File: src/rtl/pipelined_add_sub.sv
// Pipelined add/sub: carry chain cut into STAGES slices, one register per slice, flags from the output register.
// Latency STAGES cycles, 1 beat/cycle; when out_valid & ~out_ready the whole pipe holds, bubbles included.
module pipelined_add_sub #(
  parameter int WIDTH  = 32,
  parameter int STAGES = 4
) (
  input  logic             clk,
  input  logic             reset_n,
  input  logic             in_valid,
  output logic             in_ready,
  input  logic [WIDTH-1:0] input_a,
  input  logic [WIDTH-1:0] input_b,
  input  logic             cin,
  input  logic             sub,
  output logic             out_valid,
  input  logic             out_ready,
  output logic [WIDTH-1:0] add_result,
  output logic             cout,
  output logic             overflow,
  output logic             zero,
  output logic             negative
);

  localparam int SW = WIDTH / STAGES;

  generate
    if ((STAGES < 1) || (STAGES > WIDTH) || ((WIDTH % STAGES) != 0)) begin : g_bad_params
      $error("pipelined_add_sub: WIDTH must be a multiple of STAGES and 1 <= STAGES <= WIDTH");
    end
  endgenerate

  typedef struct packed {
    logic             vld;
    logic [WIDTH-1:0] a;
    logic [WIDTH-1:0] b;
    logic [WIDTH-1:0] s;
    logic             c;
  } stage_t;

  stage_t      src      [STAGES];
  stage_t      nxt      [STAGES];
  stage_t      pipe_q   [STAGES];
  logic [SW:0] slice_sum[STAGES];
  logic        ovf_nxt;
  logic        ovf_q;
  logic        adv;

  assign adv      = ~out_valid | out_ready;
  assign in_ready = adv;

  // Subtraction is folded in at the head: B and the borrow are inverted once, so every slice is a plain adder.
  always_comb begin
    src[0] = '{vld: in_valid, a: input_a, b: input_b ^ {WIDTH{sub}}, s: '0, c: cin ^ sub};
    for (int k = 1; k < STAGES; k++) begin
      src[k] = pipe_q[k-1];
    end
    for (int k = 0; k < STAGES; k++) begin
      slice_sum[k] = {1'b0, src[k].a[k*SW +: SW]} + {1'b0, src[k].b[k*SW +: SW]}
                   + {{SW{1'b0}}, src[k].c};
      nxt[k]                 = src[k];
      nxt[k].s[k*SW +: SW]   = slice_sum[k][SW-1:0];
      nxt[k].c               = slice_sum[k][SW];
    end
    // Carry into the MSB is recovered from the MSB operand and sum bits.
    ovf_nxt = src[STAGES-1].a[WIDTH-1] ^ src[STAGES-1].b[WIDTH-1]
            ^ nxt[STAGES-1].s[WIDTH-1] ^ nxt[STAGES-1].c;
  end

  always_ff @(posedge clk or negedge reset_n) begin
    if (!reset_n) begin
      for (int k = 0; k < STAGES; k++) begin
        pipe_q[k] <= '0;
      end
      ovf_q <= 1'b0;
    end else if (adv) begin
      for (int k = 0; k < STAGES; k++) begin
        pipe_q[k] <= nxt[k];
      end
      ovf_q <= ovf_nxt;
    end
  end

  assign out_valid  = pipe_q[STAGES-1].vld;
  assign add_result = pipe_q[STAGES-1].s;
  assign cout       = pipe_q[STAGES-1].c;
  assign overflow   = ovf_q;
  assign zero       = (add_result == '0);
  assign negative   = add_result[WIDTH-1];

endmodule

File: config.mk
export PLATFORM = sky130hd
export DESIGN_NAME = pipelined_add_sub
export DESIGN_NICKNAME = d
export VERILOG_FILES = /design/src/rtl/pipelined_add_sub.sv
export SDC_FILE = /design/constraint.sdc
export NUM_CORES = 1
export LEC_CHECK = 0
export CAP_MARGIN = 10
export CORE_MARGIN = 2
export CORE_UTILIZATION = 30
export CTS_BUF_LIST = sky130_fd_sc_hd__clkbuf_16
export DETAILED_ROUTE_END_ITERATION = 10
export PLACE_DENSITY = 0.47
export SLEW_MARGIN = 20
export SYNTH_ARGS = -nofsm -noshare
export SYNTH_HDL_FRONTEND = slang
export SYNTH_SLANG_ARGS = --single-unit
File: constraint.sdc
create_clock -name clk -period 2.1 [get_ports clk]
set_input_delay 0.42 -clock clk [delete_from_list [all_inputs] [get_ports clk]]
set_output_delay 0.42 -clock clk [all_outputs]
set_load 0.1 [all_outputs]
* Word-level counts from Yosys, hierarchy flattened
Cells that the tools add are included.
** Word-level totals
- Flip-flop bits (word level) :: 281
- Output and inout bits :: 38
** Cells by class
- Reductions and logical operators :: 1
- Add/subtract/negate cells :: 8
- Bitwise operators :: 7
** Operator list (number)
- 8-bit by 8-bit adder with 9-bit output :: 4
- 9-bit by 1-bit adder with 9-bit output :: 4
- 32-bit logical NOT :: 1
- 32-bit XOR :: 1
- 1-bit XOR :: 4
- 1-bit inverter :: 1
- 1-bit bitwise OR :: 1

* Depth between registers and ports, before layout
Gate-level depths: netlist of run 1.
- Depth after elaboration :: 4
- Depth in mapped cells :: 11
- Mapped depth without buffers :: 9

* Least setup slack after synthesis of run 1
Ideal clock, no wire load.
- Kind :: register -> output
- From :: register pipe_q (netlist bit add_result[31])
- To :: output zero
- Stages on the path, launching flop included :: 4
- Path buffers :: 0
- Arrival :: 2.487 ns
- Slack :: -0.807 ns
- Cells stage by stage :: dfrtp_1 > nor4_1 > nand4_1 > nor2_1
** On the way
- Word-level cells in the longest chain between the ends :: 1
** RTL lines
- start, declared :: line 42 : stage_t pipe_q [STAGES];
- start signal, assigned by index :: line 77 : pipe_q[k] <= nxt[k];
- 32-bit logical NOT :: line 87 : assign zero = (add_result == '0);
- end, declared :: line 20 : output logic zero,
No other way between the ends.

* Worst setup path in the final report of run 1
- From :: register pipe_q (netlist bit add_result[1])
- To :: output zero
The elaborated chain is that of the path after synthesis.

==> impl_metrics.py, run 1 <==
metrics = {
    "timing": {
        "timing.hold.ws_ns": 0.460,
        "setup_violations": 2,
        "fin_ws_ns": -0.0664,
        "maxSlewViolCount": 0,
        "hold_viol": 0,
        "finalClockSkew_ns": 0.0120,
        "rsz0062_at_grt": "true",
        "max_freq_mhz": 462,
        "tightest_slew_ns": 0.484,
        "min_period_over_period": 1.03,
        "min_period_ns": 2.17,
        "relSlewSlack": 0.677,
    },
    "synth": {
        "ys.flop_type": "dfrtp_1",
        "synth_common_cells": "nand2_1 (431), dfrtp_1 (185), o21ai_0 (37), xnor2_1 (37)",
        "synth_nets": 1073,
        "synth_cells": 967,
        "netlist_top_cells_area": "dfrtp_1 (53%), nand2_1 (18%), ha_1 (4.0%), xnor2_1 (3.7%), buf_4 (2.7%)",
        "async_flop_share": 1.00,
        "yosysWarnings": 0,
        "synth-edff-count": 0,
        "synth_top_area_frac": 0.527,
        "ys_ff_latch": 185,
        "synth_top_area_cell": "dfrtp_1",
        "synth_most_common_cell": "nand2_1",
        "avgSynthCellArea_um2": 9.08,
        "netlist_area_um2": 8780,
        "ys_types": 49,
        "seq_area_frac_synth": 0.527,
    },
    "die": {
        "design.portCount": 108,
        "fp.dieW_um": 175,
        "initial_core_util": 0.305,
        "row_count": 62,
        "die_area_um2": 30600,
        "die_y_um": 175,
        "coreArea_um2": 28800,
    },
    "final_layout": {
        "diodes": 0,
        "utilization": 0.378,
        "final_area_um2": 10900,
        "area_delta_synth_final_pct": 23.9,
        "layout-drive-gt1-share": 0.133,
        "nets": 1156,
    },
    "pwr": {
        "power_mw": 18.6,
        "clkPwrFrac": 0.185,
        "swShare": 0.456,
        "leakagePower_nw": 5.25,
        "powerDensity_nw_per_um2": 1710,
        "vdd_drop_max_mv": 0.571,
        "p_int_mw": 10.1,
        "seqPwrFrac": 0.336,
        "combPwrFrac": 0.478,
        "p_switching_mw": 8.50,
    },
    "job": {
        "drv_cap": 0,
    },
    "grt": {
        "use_met1": 0.197,
        "met3_usage": 0.0224,
        "grt-busiest-layer": "met1",
        "grt_overflow": 0,
        "gr-usage-all-layers": 0.132,
        "antenna_found_initial": 0,
        "grt_max_degree": 107,
        "grt_pass1_vias": 6212,
        "grt_pass1_wl_um": 32400,
        "met2_usage": 0.196,
    },
    "place": {
        "portBuffers": 107,
        "dpl_worst_slack_ns": -0.443,
        "post_dp_cell_area_um2": 10100,
        "gp_congestion": 0.758,
        "hpwl_um": 13600,
    },
    "setup_path": {
        "cp.depth": 4,
        "reg2regPathDepth": 7,
        "required_ns": 1.68,
        "regToRegSetupSlack_ns": -0.02,
        "endpoint": "zero",
        "critPathLaunchType": "flop",
        "critPathBufInv": 1,
        "r2r_end": "pipe_q[196]",
        "critPathKind": "reg -> out",
        "r2r_start": "pipe_q[294]",
        "crit_fanout": 3,
        "endpoint_kind": "primary output",
        "crit_chain": "nor4_4 > nand4_1 > nor2_4 > buf_12",
        "crit_family": "simple AND/OR/NAND/NOR gates",
        "critPathLaunch": "add_result[1]",
        "critPathMaxStageDelay_ns": 0.43,
        "cp.arrival_ns": 1.75,
        "slowest_stage": "dfrtp_1",
    },
    "routing": {
        "via_per_inst": 4.31,
        "drt.antenna.violating_nets": 0,
        "drtPass1Iterations": 4,
        "finalWirelength_um": 19300,
        "dr.first_iter.drc_count": 399,
        "vias": 6237,
        "wl_per_cell_um": 13.3,
        "drcViolationCount": 0,
    },
    "clocking": {
        "cts_max_level": 4,
        "insertion_delay_ns": 0.43,
        "cts_tree": "yes",
        "cts_made_buffers": 17,
        "root_buffer": "clkbuf_16",
        "clock_path_buffers": 2,
        "clkTransAtPathRegs_ns": 0.08,
        "numClockSinks": 185,
    },
    "outcome": {
        "status": "finished, violations left",
        "violations": "setup timing",
    },
    "worst_hold_path": {
        "hold_class": "reg -> reg",
    },
}
-- power by group through the flow --
stage / sequential [mW] / clock [mW] / combinational, mW
3_3_place_gp: 6.31 / 0 / 8.67
5_1_grt: 6.50 / 3.72 / 9.84
6_report: 6.26 / 3.45 / 8.90
3_5_place_dp: 6.33 / 0 / 8.76
4_1_cts: 6.29 / 3.58 / 8.87
2_1_floorplan: 6.22 / 0 / 6.96
-- metal layers --
metal	vias up	wire length, µm
met3	15	484
met4	0	208
met1	2900	10400
met2	85	8210
li1	3237	-
met5	-	0
-- cell usage in the layout (no fill, tap or decap), drive strengths merged, types with 3 or more instances in the layout --
cell	n
bufinv	3
fa	8
a211oi	3
nand2	431
inv	19
o21ai	39
buf	77
nor4	9
nor2	24
clkdlybuf4s50	66
a21o	12
xnor2	37
nand4	5
a21oi	35
xor2	17
clkbuf	18
clkinv	3
o211ai	6
nand2b	4
nand3	3
ha	28
dfrtp	185
-- state kept, by name (all words and copies together), names as in the netlist --
register,flops
out_valid,1
pipe_q,3
cout,1
overflow,1
add_result,32
nxt,147
-- worst register-to-register path: cells and delay by family (launching register included) --
family / cells / cell delay [ns]
DFF: 1 / 0.40
adders and majority gates: 2 / 0.78
AOI/OAI and AO/OA: 5 / 0.83
-- through the flow --
stage               TNS (ns)  cells
finish               -0.0890   1447
global route          -0.431   1447
CTS                   -0.188   1447
detailed placement     -2.36   1411
global placement       -2.13   1411
floorplan             -0.264    967
-- layout make-up --
type	count	area, µm²
flip-flops and latches	185	4630
inverters	12	47.5
clock inverters	15	208
multi-input cells	688	3710
repair buffers	146	1380
fillers	2972	17900
clock buffers	17	425
well taps	384	480
-- logic make-up (layout without fill, tap and decap cells) --
family                     Yosys count  in the layout  synth area share
AOI/OAI and AO/OA                  108            108            0.0755
and+or+nand+nor                    490            490             0.222
buffers and inverters               94            190            0.0630
adders and majority gates           36             36            0.0582
DFF                                185            185             0.527
xor gates and xnor gates            54             54            0.0539
-- worst min-delay path by stage --
stage                         from            end  slack, ns  depth (start not counted)
after floorplan            reset_n  add_result[0]       0.12                          0
after global placement     reset_n       nxt[161]       0.42                          1
after detailed placement   reset_n       nxt[161]       0.42                          1
after CTS                  nxt[97]      out_valid       0.46                          1
after global routing      nxt[191]       nxt[191]       0.49                          2
final                      nxt[97]        nxt[97]       0.46                          2
-- what timing repair did --
item                                   4_1_cts  5_1_grt
hold buffers                                 1        0
setup buffers                                3        0
setup endpoints to repair                    3       14
pin swaps                                    9        9
endpoints found under the hold margin       42        0
gates resized for setup                      5       12
Note: power is estimated with default switching activity, not from simulation.
==> run 2: changes to the inputs <==
--- a/config.mk
+++ b/config.mk
@@ -5,8 +5,8 @@
 export SDC_FILE = /design/constraint.sdc
 export NUM_CORES = 1
 export LEC_CHECK = 0
+export ABC_AREA = 1
 export CAP_MARGIN = 10
-export CORE_MARGIN = 2
 export CORE_UTILIZATION = 30
 export CTS_BUF_LIST = sky130_fd_sc_hd__clkbuf_16
 export DETAILED_ROUTE_END_ITERATION = 10
==> run 2 against run 1 <==
The flow still finishes with violations (setup timing). Die area shrank 1.7%. Core utilization shrank 0.66 points. Non-clock buffer count shrank 17. Critical endpoint unchanged. Combinational power shrank 6.5%. Clock power shrank 8.7%. Sequential share of layout area grew 0.67 points. First-iteration DRC count shrank 16%. Clock skew shrank 0.0019 ns. Synthesized cell count grew 5.7%. Wire length shrank 1.4%. Via count grew 0.85%.
==> impl_metrics.py, run 2 <==
metrics = {
    "routing": {
        "dr.first_iter.drc_count": 334,
        "finalWirelength_um": 19000,
        "vias": 6290,
        "via_per_inst": 4.22,
        "drt.antenna.violating_nets": 0,
        "wl_per_cell_um": 12.8,
        "drtPass1Iterations": 4,
        "drcViolationCount": 0,
    },
    "outcome": {
        "status": "finished, violations left",
        "violations": "setup timing",
    },
    "timing": {
        "rsz0062_at_grt": "true",
        "finalClockSkew_ns": 0.0102,
        "tightest_slew_ns": 0.538,
        "timing.hold.ws_ns": 0.450,
        "hold_viol": 0,
        "relSlewSlack": 0.641,
        "maxSlewViolCount": 0,
        "setup_violations": 1,
        "fin_ws_ns": -0.0927,
        "min_period_over_period": 1.04,
        "max_freq_mhz": 456,
        "tns_ns": -0.0927,
        "min_period_ns": 2.19,
    },
    "final_layout": {
        "regArea_um2": 4630,
        "area_delta_synth_final_pct": 21.4,
        "multiInputGateArea_um2": 3530,
        "final_cell_mix": "nand2_1 (420), dfrtp_1 (183), o21ai_0 (87)",
        "layout-drive-gt1-share": 0.102,
        "final_area_um2": 10700,
        "nets": 1200,
        "n_fill_cell": 3065,
        "largest_register_ff_count": 147,
        "diodes": 0,
        "mostFrequentLayoutCell": "nand2_1",
    },
    "grt": {
        "grt_max_degree": 76,
        "grt_overflow": 0,
        "grt_pass1_wl_um": 32700,
        "antenna_found_initial": 0,
        "grt_pass1_vias": 6146,
        "gr-usage-all-layers": 0.135,
    },
    "place": {
        "portBuffers": 107,
        "gp_congestion": 0.759,
        "hpwl_um": 13400,
        "post_dp_cell_area_um2": 10100,
    },
    "synth": {
        "synth_top_area_frac": 0.524,
        "synth_top_area_cell": "dfrtp_1",
        "avgSynthCellArea_um2": 8.64,
        "synth_nets": 1128,
        "yosysWarnings": 0,
        "netlist_top_cells_area": "dfrtp_1 (52%), nand2_1 (18%), o21ai_0 (4.9%), buf_4 (4.0%), ha_1 (4.0%)",
        "ys_ff_latch": 185,
        "synth_cells": 1022,
        "async_flop_share": 1.00,
        "synth-edff-count": 0,
        "seq_area_frac_synth": 0.524,
        "ys.flop_type": "dfrtp_1",
        "synth_common_cells": "nand2_1 (421), dfrtp_1 (185), o21ai_0 (87), inv_1 (60), buf_4 (47)",
        "netlist_area_um2": 8830,
        "synth_most_common_cell": "nand2_1",
        "ys_types": 27,
    },
    "clocking": {
        "root_buffer": "clkbuf_16",
        "numClockSinks": 185,
        "cts_tree": "yes",
        "cts_made_buffers": 17,
        "insertion_delay_ns": 0.43,
        "clock_path_buffers": 2,
        "cts_max_level": 4,
        "clkTransAtPathRegs_ns": 0.07,
    },
    "setup_path": {
        "critPathLaunch": "add_result[31]",
        "required_ns": 1.68,
        "critPathKind": "reg -> out",
        "crit_fanout": 2,
        "endpoint": "zero",
        "regToRegSetupSlack_ns": 0.13,
        "r2r_start": "nxt[147]",
        "reg2regPathDepth": 10,
        "cp.arrival_ns": 1.77,
        "critPathLaunchType": "flop",
        "endpoint_kind": "primary output",
        "r2r_end": "pipe_q[98]",
    },
    "die": {
        "initial_core_util": 0.306,
        "die_y_um": 174,
        "row_count": 62,
        "die_area_um2": 30100,
        "fp.dieW_um": 174,
        "design.portCount": 108,
        "coreArea_um2": 28900,
    },
    "worst_hold_path": {
        "hold_class": "reg -> reg",
        "worstHoldStart": "nxt[97]",
    },
    "job": {
        "drv_cap": 0,
    },
    "pwr": {
        "vdd_drop_max_mv": 0.568,
        "leakagePower_nw": 5.27,
        "powerDensity_nw_per_um2": 1640,
    },
}
[run 2: cell count changes after synthesis, sizes merged, moves of 7 or more]
| cell | previous run | this run |
|---|---|---|
| inv | 12 | 61 |
| xor2 | 17 | 10 |
| clkbuf | 21 | 9 |
| xnor2 | 37 | 30 |
| nand2 | 431 | 421 |
| nand3 | 3 | 22 |
| a21o | 12 | 3 |
| o21ai | 39 | 100 |
| nor2 | 24 | 38 |
| nand3b | 0 | 9 |
| a21oi | 35 | 15 |
[run 2: cell families after synthesis]
family          synth area share
fa+ha+maj                 0.0578
buf+inv                   0.0832
xor+xnor                  0.0397
flops                      0.524
compound gates            0.0699
simple gates               0.225
[run 2: area by class of cell]
cell class | count | share of cell area
sequential | 185 | 0.432
multi-input combinational | 700 | 0.329
inverter | 61 | 0.0216
clock buffer | 17 | 0.0397
tap | 384 | 0.0448
clock inverter | 15 | 0.0140
timing repair buffer | 129 | 0.118
[run 2: stage by stage]
stage	setup slack (ns)	total power, mW	util	std cells
floorplan	-0.166	12.8	-	1022
global placement	-0.294	14.5	0.350	1457
detailed placement	-0.318	14.5	0.350	1457
CTS	-0.156	17.8	0.371	1491
global route	-0.237	19.0	0.371	1491
finish	-0.0927	17.6	0.371	1491
[run 2: worst min-delay path by stage]
stage                     slack, ns       endpoint  cells past startpoint
after global placement         0.44      out_valid                      2
final                          0.45      out_valid                      2
after global routing           0.47      out_valid                      2
after CTS                      0.45      out_valid                      2
after detailed placement       0.44      out_valid                      2
after floorplan                0.12  add_result[0]                      0
[run 2: critical path, stage by stage (launching register included)]
cell and delay (ns):
dfrtp_4 0.49, nor2_4 0.08, nand2_2 0.07, nor3_4 0.19, nand3_2 0.13, nor3_4 0.18, buf_12 0.20
[run 2: what timing repair did]
item | in CTS | in global routing
hold endpoints to repair | 43 | 0
pin swaps | 2 | 0
hold buffers | 1 | 0
endpoints found under the setup margin | 1 | 3
setup buffers | 1 | 0
resized for setup | 6 | 3
[run 2: power by group]
group / total [mW] / switching [mW] / internal, mW
Sequential: 6.10 / 0.947 / 5.15
Combinational: 8.32 / 5.78 / 2.55
Clock: 3.15 / 1.56 / 1.59
Total: 17.6 / 8.28 / 9.29
[run 2: per-layer routing]
metal  up-vias  global-route usage  routed length [µm]
li1       3320                   -                   -
met1      2866               0.212               10600
met2        89               0.187                7670
met3        15              0.0224                 548
met4         0              0.0406                 176
met5         -                   0                   0
==> run 3: changes to the inputs <==
--- a/config.mk
+++ b/config.mk
@@ -10,7 +10,7 @@
 export CORE_UTILIZATION = 30
 export CTS_BUF_LIST = sky130_fd_sc_hd__clkbuf_16
 export DETAILED_ROUTE_END_ITERATION = 10
-export PLACE_DENSITY = 0.47
+export PLACE_DENSITY = 0.45
 export SLEW_MARGIN = 20
 export SYNTH_ARGS = -nofsm -noshare
 export SYNTH_HDL_FRONTEND = slang
==> constraint.sdc (replaced) <==
create_clock -name clk -period 2.8 [get_ports clk]
set_input_delay 0.56 -clock clk [delete_from_list [all_inputs] [get_ports clk]]
set_output_delay 0.56 -clock clk [all_outputs]
set_load 0.1 [all_outputs]
==> run 3 against run 2 <==
Worst hold slack got worse by 0.29 ns. Clock power fell by 24%. Count of clock-buffer cells in the layout stayed put. Largest cell class unchanged. Core utilization down 0.50 points. Sequential cell count did not move. Critical path depth did not move. Register-to-register slack better by 0.69 ns. Combinational power down 26%. Design area shrank 1.4%. Via count down 1.8%. The flow now finishes without violations. Sequential power is 25% lower. Largest power group unchanged. Wire length rose by 2.6%.
==> impl_metrics.py, run 3 (synthesized netlist as in run 2, its figures left out) <==
metrics = {
    "timing": {
        "maxSlewViolCount": 0,
        "max_freq_mhz": 417,
        "relSlewSlack": 0.577,
        "setup_violations": 0,
        "fin_ws_ns": 0.404,
        "min_period_ns": 2.40,
        "finalClockSkew_ns": 0.00946,
        "tightest_slew_ns": 0.635,
        "hold_viol": 0,
        "min_period_over_period": 0.856,
        "rsz0062_at_grt": "false",
        "tns_ns": 0,
    },
    "clocking": {
        "cts_tree": "yes",
        "clock_path_buffers": 2,
        "root_buffer": "clkbuf_16",
        "clkTransAtPathRegs_ns": 0.08,
        "cts_max_level": 4,
        "insertion_delay_ns": 0.43,
        "post-cts-setup-buffer-count": 0,
        "numClockSinks": 185,
        "cts_made_buffers": 17,
        "cts_hold_buf": 0,
        "ctsResizeCount": 0,
    },
    "setup_path": {
        "crit_fanout": 4,
        "crit_family": "simple AND/OR/NAND/NOR gates",
        "critPathBufInv": 1,
        "critPathLaunchType": "flop",
        "slowest_stage": "dfrtp_1",
        "critPathKind": "reg -> out",
        "crit_chain": "nor2_1 > nand2_1 > nor3_1 > nand3_1 > nor3_4 > buf_12",
        "required_ns": 2.24,
        "critPathMaxStageDelay_ns": 0.41,
        "endpoint_kind": "primary output",
        "cp.arrival_ns": 1.84,
    },
    "die": {
        "fp.dieW_um": 174,
        "initial_core_util": 0.306,
        "die_y_um": 174,
        "row_count": 62,
        "die_area_um2": 30100,
        "design.portCount": 108,
        "coreArea_um2": 28900,
    },
    "routing": {
        "drt.antenna.violating_nets": 0,
        "vias": 6177,
        "finalWirelength_um": 19500,
        "dr.first_iter.drc_count": 353,
        "via_per_inst": 4.17,
        "drcViolationCount": 0,
        "wl_per_cell_um": 13.2,
        "drtPass1Iterations": 4,
    },
    "place": {
        "gp_congestion": 0.742,
        "dp.cells": 1449,
        "hpwl_um": 13300,
        "portBuffers": 107,
        "dpl_worst_slack_ns": 0.215,
    },
    "final_layout": {
        "diodes": 0,
        "nets": 1190,
        "utilization": 0.366,
        "layoutNonFillerInstCount": 1481,
        "layout-drive-gt1-share": 0.0839,
        "n_fill_cell": 3064,
        "final_cell_mix": "nand2_1 (421), dfrtp_1 (185), o21ai_0 (87)",
        "mostFrequentLayoutCell": "nand2_1",
        "largest_register_ff_count": 147,
        "area_delta_synth_final_pct": 19.8,
    },
    "grt": {
        "grt_max_degree": 85,
        "grt_pass1_vias": 6284,
        "grt_overflow": 0,
        "gr-usage-all-layers": 0.138,
        "grt_pass1_wl_um": 33200,
        "antenna_found_initial": 1,
    },
    "pwr": {
        "p_switching_mw": 6.24,
        "power_mw": 13.1,
        "swShare": 0.476,
        "leakagePower_nw": 5.20,
        "clkPwrFrac": 0.181,
        "p_int_mw": 6.87,
        "seqPwrFrac": 0.350,
        "powerDensity_nw_per_um2": 1240,
        "vdd_drop_max_mv": 0.412,
        "combPwrFrac": 0.468,
    },
    "worst_hold_path": {
        "hold_class": "in -> async",
    },
    "outcome": {
        "status": "finished, final reports clean",
    },
    "job": {
        "drv_cap": 0,
    },
}
-- run 3: per-layer routing --
layer / vias to the layer above / routed length, µm / track usage
li1: 3305 / - / -
met1: 2769 / 10900 / 0.209
met2: 87 / 7830 / 0.196
met3: 14 / 634 / 0.0307
met4: 2 / 167 / 0.0365
met5: - / 10 / 0
-- run 3: metrics by stage --
stage / hold slack (ns) / instance area [µm²]
floorplan: 0.264 / 8840
global placement: 0.441 / 9990
detailed placement: 0.436 / 9990
CTS: 0.175 / 10600
global route: 0.195 / 10600
finish: 0.157 / 10600
-- run 3: cell type report --
cell class / count / area (µm²) / share of cell area
Sequential cell: 185 / 4630 / 0.438
Tap cell: 384 / 480 / 0.0454
Inverter: 61 / 231 / 0.0219
Multi-Input combinational cell: 700 / 3470 / 0.329
Clock inverter: 15 / 154 / 0.0146
Timing Repair Buffer: 119 / 1180 / 0.111
Clock buffer: 17 / 425 / 0.0402
-- run 3: worst register-to-register path, stage by stage, from the launching register on --
cell and delay [ns]:
dfrtp_1 0.40, fa_1 0.48, fa_1 0.44, nand3_1 0.11
nand2_1 0.08, nand2_1 0.08, nand2_1 0.06, nand2_1 0.08
nand2_1 0.05, nand2_1 0.06, nand2_1 0.04
-- run 3: final timing paths --
kind                                 from              to  slack (ns)  cells after the start
max                        add_result[31]            zero        0.40                      6
min                               reset_n  add_result[31]        0.16                      1
max reg2reg                      nxt[237]     pipe_q[196]        0.82                     10
min reg2reg                       nxt[97]       out_valid        0.46                      2
max in group asynchronous         reset_n         nxt[24]        1.97                      2
min in group clk                  nxt[97]       out_valid        0.46                      2
-- run 3: power groups by stage --
| stage | Clock (mW) | Combinational [mW] | Sequential, mW |
|---|---|---|---|
| 2_1_floorplan | 0 | 5.01 | 4.59 |
| 3_3_place_gp | 0 | 6.17 | 4.63 |
| 3_5_place_dp | 0 | 6.19 | 4.65 |
| 4_1_cts | 2.47 | 6.22 | 4.60 |
| 5_1_grt | 2.57 | 6.89 | 4.75 |
| 6_report | 2.38 | 6.14 | 4.59 |
==> RTL edit 1, RTL diff (flow settings as in run 2) <==
The parameter `STAGES` goes from 4 to 8.
--- a/src/rtl/pipelined_add_sub.sv
+++ b/src/rtl/pipelined_add_sub.sv
@@ -2,7 +2,7 @@
 // Latency STAGES cycles, 1 beat/cycle; when out_valid & ~out_ready the whole pipe holds, bubbles included.
 module pipelined_add_sub #(
   parameter int WIDTH  = 32,
-  parameter int STAGES = 4
+  parameter int STAGES = 8
 ) (
   input  logic             clk,
   input  logic             reset_n,
Function: changed (a bounded check fails within 10 cycles, from zero or initial values and one cycle with reset_n low).
==> RTL edit 1 against run 2 <==
Register-to-register slack improved by 0.24 ns. Clock power grew 140%. Design area increased by 82%. Largest cell class unchanged. The flow still finishes with violations (negative setup slack). Power up 77%. Synthesized area rose by 82%. Global-route usage fell by 0.75 points. Core utilization is essentially flat. Sequential cell count up 200. Worst setup slack improved by 0.016 ns. Routed wire length rose by 74%. Worst hold slack got worse by 0.11 ns.
==> RTL edit 1: results (changes against run 2) <==
stage	metric	value	unit	change
layout	Total Nets Final	1969		+64%
power_and_ir_drop	Static Leak	9.67	nW	+84%
worst_setup_path	reg2reg setup slack	0.37	ns	+0.24 ns
worst_setup_path	Critical Path Max Stage Delay	0.38	ns	-0.11 ns
layout	Ant. Diodes	0		unchanged
yosys	synth unique cells	21		-22%
placed_design	# port buffers	107		unchanged
status	status	finished with violations		
yosys	Syn Area/Cell	9.12	um^2	+5.6%
timing	Least-Margin Pin Slew	0.516	ns	-0.0228 ns
cts	root buf cell	clkbuf_16		
yosys	syn nets	1868		+66%
drt	TritonRoute pass-1 iters	4		unchanged
timing	Final WS setup	-0.0766	ns	+0.0162 ns
yosys	FFs w/ async S/R, synth	100	%	unchanged
yosys	synth cell count leaders	nand2_1 (736), dfrtp_1 (385), o21ai_0 (184)		
grt	GR Util met2	20.2	%	+1.5 points
yosys	Synth area leaders	dfrtp_1 (60%), nand2_1 (17%), o21ai_0 (5.7%)		
min_path	Min-Delay Path Class	primary input to asynchronous set/reset pin		
grt	initial antenna violation count	0		unchanged
placed_design	dpl hpwl	22200	um	+66%
layout	Non-Filler Instances	2582		+73%
grt	first-pass GRT wire length	56200	um	+72%
placed_design	dpl cells	2493		+71%
power_and_ir_drop	worst vdd ir	1.40	mV	+150%
grt	largest net degree at the start of global routing	87		+14%
worst_setup_path	worst-path maximum fanout	2		unchanged
cts	Clock Path Buffers	3		+1
drt	Via Count	11000		+74%
worst_setup_path	Worst Reg-to-Reg Cells	10		unchanged
grt	routing usage on met1	17.6	%	-3.6 points
layout	share of layout cells above drive strength 1	9.66	%	-0.55 points
yosys	sequential area share after synthesis	60.1	%	+7.6 points
worst_setup_path	endpoint of the worst register-to-register path	overflow		
placed_design	RD Place Congestion	0.744		-1.9%
cts	H-Tree Depth	2		-2
layout	max reg flops	343		+130%
drt	Detailed Route WL	33100	um	+74%
cts	clock transition at the registers of the reported paths	0.06	ns	
timing	Setup violations, final	1		unchanged
worst_setup_path	Crit. Startpoint	add_result[26]		
worst_setup_path	reg2reg start	nxt[61]		
timing	clock skew	0.0193	ns	+0.00912 ns
grt	met3 GRT Util	2.36	%	+0.12 points
status	failing checks	negative setup slack		
grt	gr usage total	12.8	%	-0.75 points
drt	Iteration-0 DRC Markers	557		+67%
cts	CTS Buf Count	44		+27
worst_setup_path	slowest CP cell	dfrtp_1		
layout	filler instances	5400		+76%
cts	Clock Latency Late Sink	0.58	ns	+0.15 ns
RTL edit 1: how the worst max path moves through the flow:
stage,endpoint,slack [ns]
floorplan,zero,0.002
global placement,pipe_q[686],-0.25
detailed placement,pipe_q[686],-0.28
CTS,zero,-0.14
global route,zero,-0.18
finish,zero,-0.08
RTL edit 1: routing by layer:
| metal | wire, um | vias to the layer above |
|---|---|---|
| li1 | - | 5622 |
| met1 | 16200 | 5149 |
| met2 | 14700 | 138 |
| met3 | 1430 | 50 |
| met4 | 682 | 0 |
| met5 | 0 | - |
RTL edit 1: layout make-up:
class | instances | share of cell area (%)
clock buffer | 44 | 5.63
clock inverter | 37 | 1.63
inverter | 129 | 2.52
multi-input combinational | 1124 | 27.0
sequential | 385 | 49.3
tap | 688 | 4.41
timing repair buffer | 175 | 9.54
RTL edit 1: power by group:
| part | switching [mW] | total (mW) | internal, mW |
|---|---|---|---|
| Clock | 3.07 | 7.51 | 4.44 |
| Sequential | 1.75 | 12.5 | 10.8 |
| Combinational | 7.31 | 11.1 | 3.79 |
RTL edit 1: cell families (layout without fill, tap and decap cells):
logic type / after synthesis / count (layout) / synth area share (%)
AO/OA/AOI/OAI: 237 / 237 / 7.41
AND/OR/NAND/NOR: 809 / 809 / 19.2
flip-flops: 385 / 385 / 60.1
buffers and inverters: 249 / 385 / 7.35
XOR/XNOR: 38 / 38 / 2.08
adder cells (fa/ha/maj): 40 / 40 / 3.87
RTL edit 1: stage by stage:
stage / instance area, um^2 / power [mW] / TNS, ns / setup WS, ns / hold slack (ns)
global route: 19500 / 33.7 / -0.176 / -0.176 / 0.356
global placement: 18000 / 23.5 / -0.619 / -0.255 / 0.339
detailed placement: 18000 / 23.8 / -0.703 / -0.278 / 0.336
finish: 19500 / 31.1 / -0.0766 / -0.0766 / 0.344
CTS: 19500 / 31.7 / -0.139 / -0.139 / 0.322
floorplan: 16000 / 20.7 / 0 / 0.00168 / 0.124
RTL edit 1: worst max-delay path, delay by kind of cell, from the launching register on:
| kind | cells | cell delay (ns) |
|---|---|---|
| buffers and inverters | 1 | 0.18 |
| flip-flops | 1 | 0.38 |
| AND/OR/NAND/NOR | 5 | 0.61 |
RTL edit 1: timing repair:
action	4_1_cts	5_1_grt
gates resized for setup	9	3
setup endpoints to repair	2	1
buffers inserted	6	1
pin swaps	7	3
endpoints found under the hold margin	28	0
hold buffers	1	0
==> RTL edit 2, RTL diff (flow settings as in run 2) <==
Without the edit above. Reset style: synchronous (`reset_n`), changed in one clocked block.
--- a/src/rtl/pipelined_add_sub.sv
+++ b/src/rtl/pipelined_add_sub.sv
@@ -66,7 +66,7 @@
             ^ nxt[STAGES-1].s[WIDTH-1] ^ nxt[STAGES-1].c;
   end
 
-  always_ff @(posedge clk or negedge reset_n) begin
+  always_ff @(posedge clk) begin
     if (!reset_n) begin
       for (int k = 0; k < STAGES; k++) begin
         pipe_q[k] <= '0;
Function: differs if reset_n is asserted again (counterexample within 10 cycles, from zero or initial values and one cycle with reset_n low); with reset_n held inactive, the same outputs for 10 cycles.
==> RTL edit 2 against run 2 <==
Fmax grew 4.7%. Design area grew 2.0%. Count of clock-buffer cells in the layout is the same. Critical path depth shrank 1. Worst setup slack gained 0.097 ns. Synthesized area shrank 1.9%. Routed wire length shrank 20%. Sequential cell count is the same. Sequential share of layout area grew 7.5 points. Critical path type unchanged. Non-clock buffer count grew 4. Largest cell class unchanged.
Power is not compared: it rests on default switching activity, and its combinational part moved more than twofold at a synthesized area within 25%.
==> RTL edit 2: results (changes against run 2) <==
stage	metric	value	unit	change
status	status	finished, final reports clean		
drt	wire per inst	11.3	um	-11%
grt	gr usage total	10.8	%	-2.7 points
yosys	Synth area leaders	edfxtp_1 (64%), nor2_1 (8.1%), inv_1 (7.9%)		
yosys	synth cell count leaders	nor2_1 (187), edfxtp_1 (184), inv_1 (183)		
worst_setup_path	slowest CP cell	edfxtp_1		
yosys	adder-cell share of the synthesized area	5.89	%	+0.11 points
power_and_ir_drop	Static Leak	4.83	nW	
yosys	sequential area share after synthesis	64.0	%	+12 points
layout	max reg flops	184		+25%
placed_design	RD Place Congestion	0.775		+2.1%
yosys	number of synthesized flops with an enable pin	184		+184
yosys	FFs w/ async S/R, synth	0	%	-100 points
grt	largest net degree at the start of global routing	69		-9.2%
worst_setup_path	CP Data Arrival Time	1.68	ns	-0.09 ns
yosys	xor and xnor area share after synthesis	3.34	%	-0.63 points
timing	Relative slew margins	74.7	%	+11 points
placed_design	dpl hpwl	10800	um	-20%
worst_setup_path	Critical Path Max Stage Delay	0.40	ns	-0.09 ns
grt	first-pass GRT wire length	24700	um	-25%
layout	Ant. Diodes	0		unchanged
placed_design	Setup WS pre-CTS	-0.360	ns	-0.0424 ns
yosys	Synth Area in Compound Gates	3.25	%	-3.7 points
timing	clock skew	0.00645	ns	-0.00372 ns
power_and_ir_drop	power share of the combinational group	15.9	%	
drt	Iteration-0 DRC Markers	261		-22%
layout	share of layout cells above drive strength 1	12.6	%	+2.4 points
grt	vias in the first global route	4997		-19%
min_path	Min-Delay Path Class	flip-flop to flip-flop		
drt	TritonRoute pass-1 iters	7		+3
drt	Detailed Route WL	15100	um	-20%
layout	filler instances	2816		-8.1%
placed_design	dpl cells	1300		-11%
yosys	syn nets	922		-18%
cts	root buf cell	clkbuf_16		
yosys	largest family of logic cells by synthesized area	simple AND/OR/NAND/NOR gates		
cts	Clock Latency Late Sink	0.42	ns	
placed_design	placed instance area	0.0103	mm^2	+2.1%
yosys	synth unique cells	25		-7.4%
yosys	Syn Area/Cell	10.6	um^2	+23%
yosys	Main synth FF type	edfxtp_1		
layout	Total Nets Final	1050		-13%
drt	Via Count	5261		-16%
[RTL edit 2: timing repair]
action | CTS | global route
gates resized for setup | 3 | 10
pin swaps | 4 | 5
setup endpoints to repair | 2 | 7
setup buffers | 3 | 0
[RTL edit 2: layer usage]
layer,global-route usage (%),part of all wire [%]
met5,0,0
met4,4.39,1.2
met3,2.22,3.7
met2,16.4,44
met1,15.1,51
[RTL edit 2: cell type report]
class	count	area [um^2]	share of cell area, %
well taps	378	473	4.32
inverters	184	696	6.36
flip-flops and latches	185	5550	50.7
clock inverters	15	141	1.29
multi-input cells	423	2390	21.8
repair buffers	133	1270	11.6
clock buffers	17	425	3.89
[RTL edit 2: final timing paths]
path	slack, ns	cells after the start	to	startpoint
hold reg to reg	0.48	2	overflow	overflow
setup reg to reg	0.11	8	pipe_q[1][15]	pipe_q[0][41]
hold / removal	0.48	2	overflow	overflow
setup / recovery	0.005	5	zero	pipe_q[3][23]
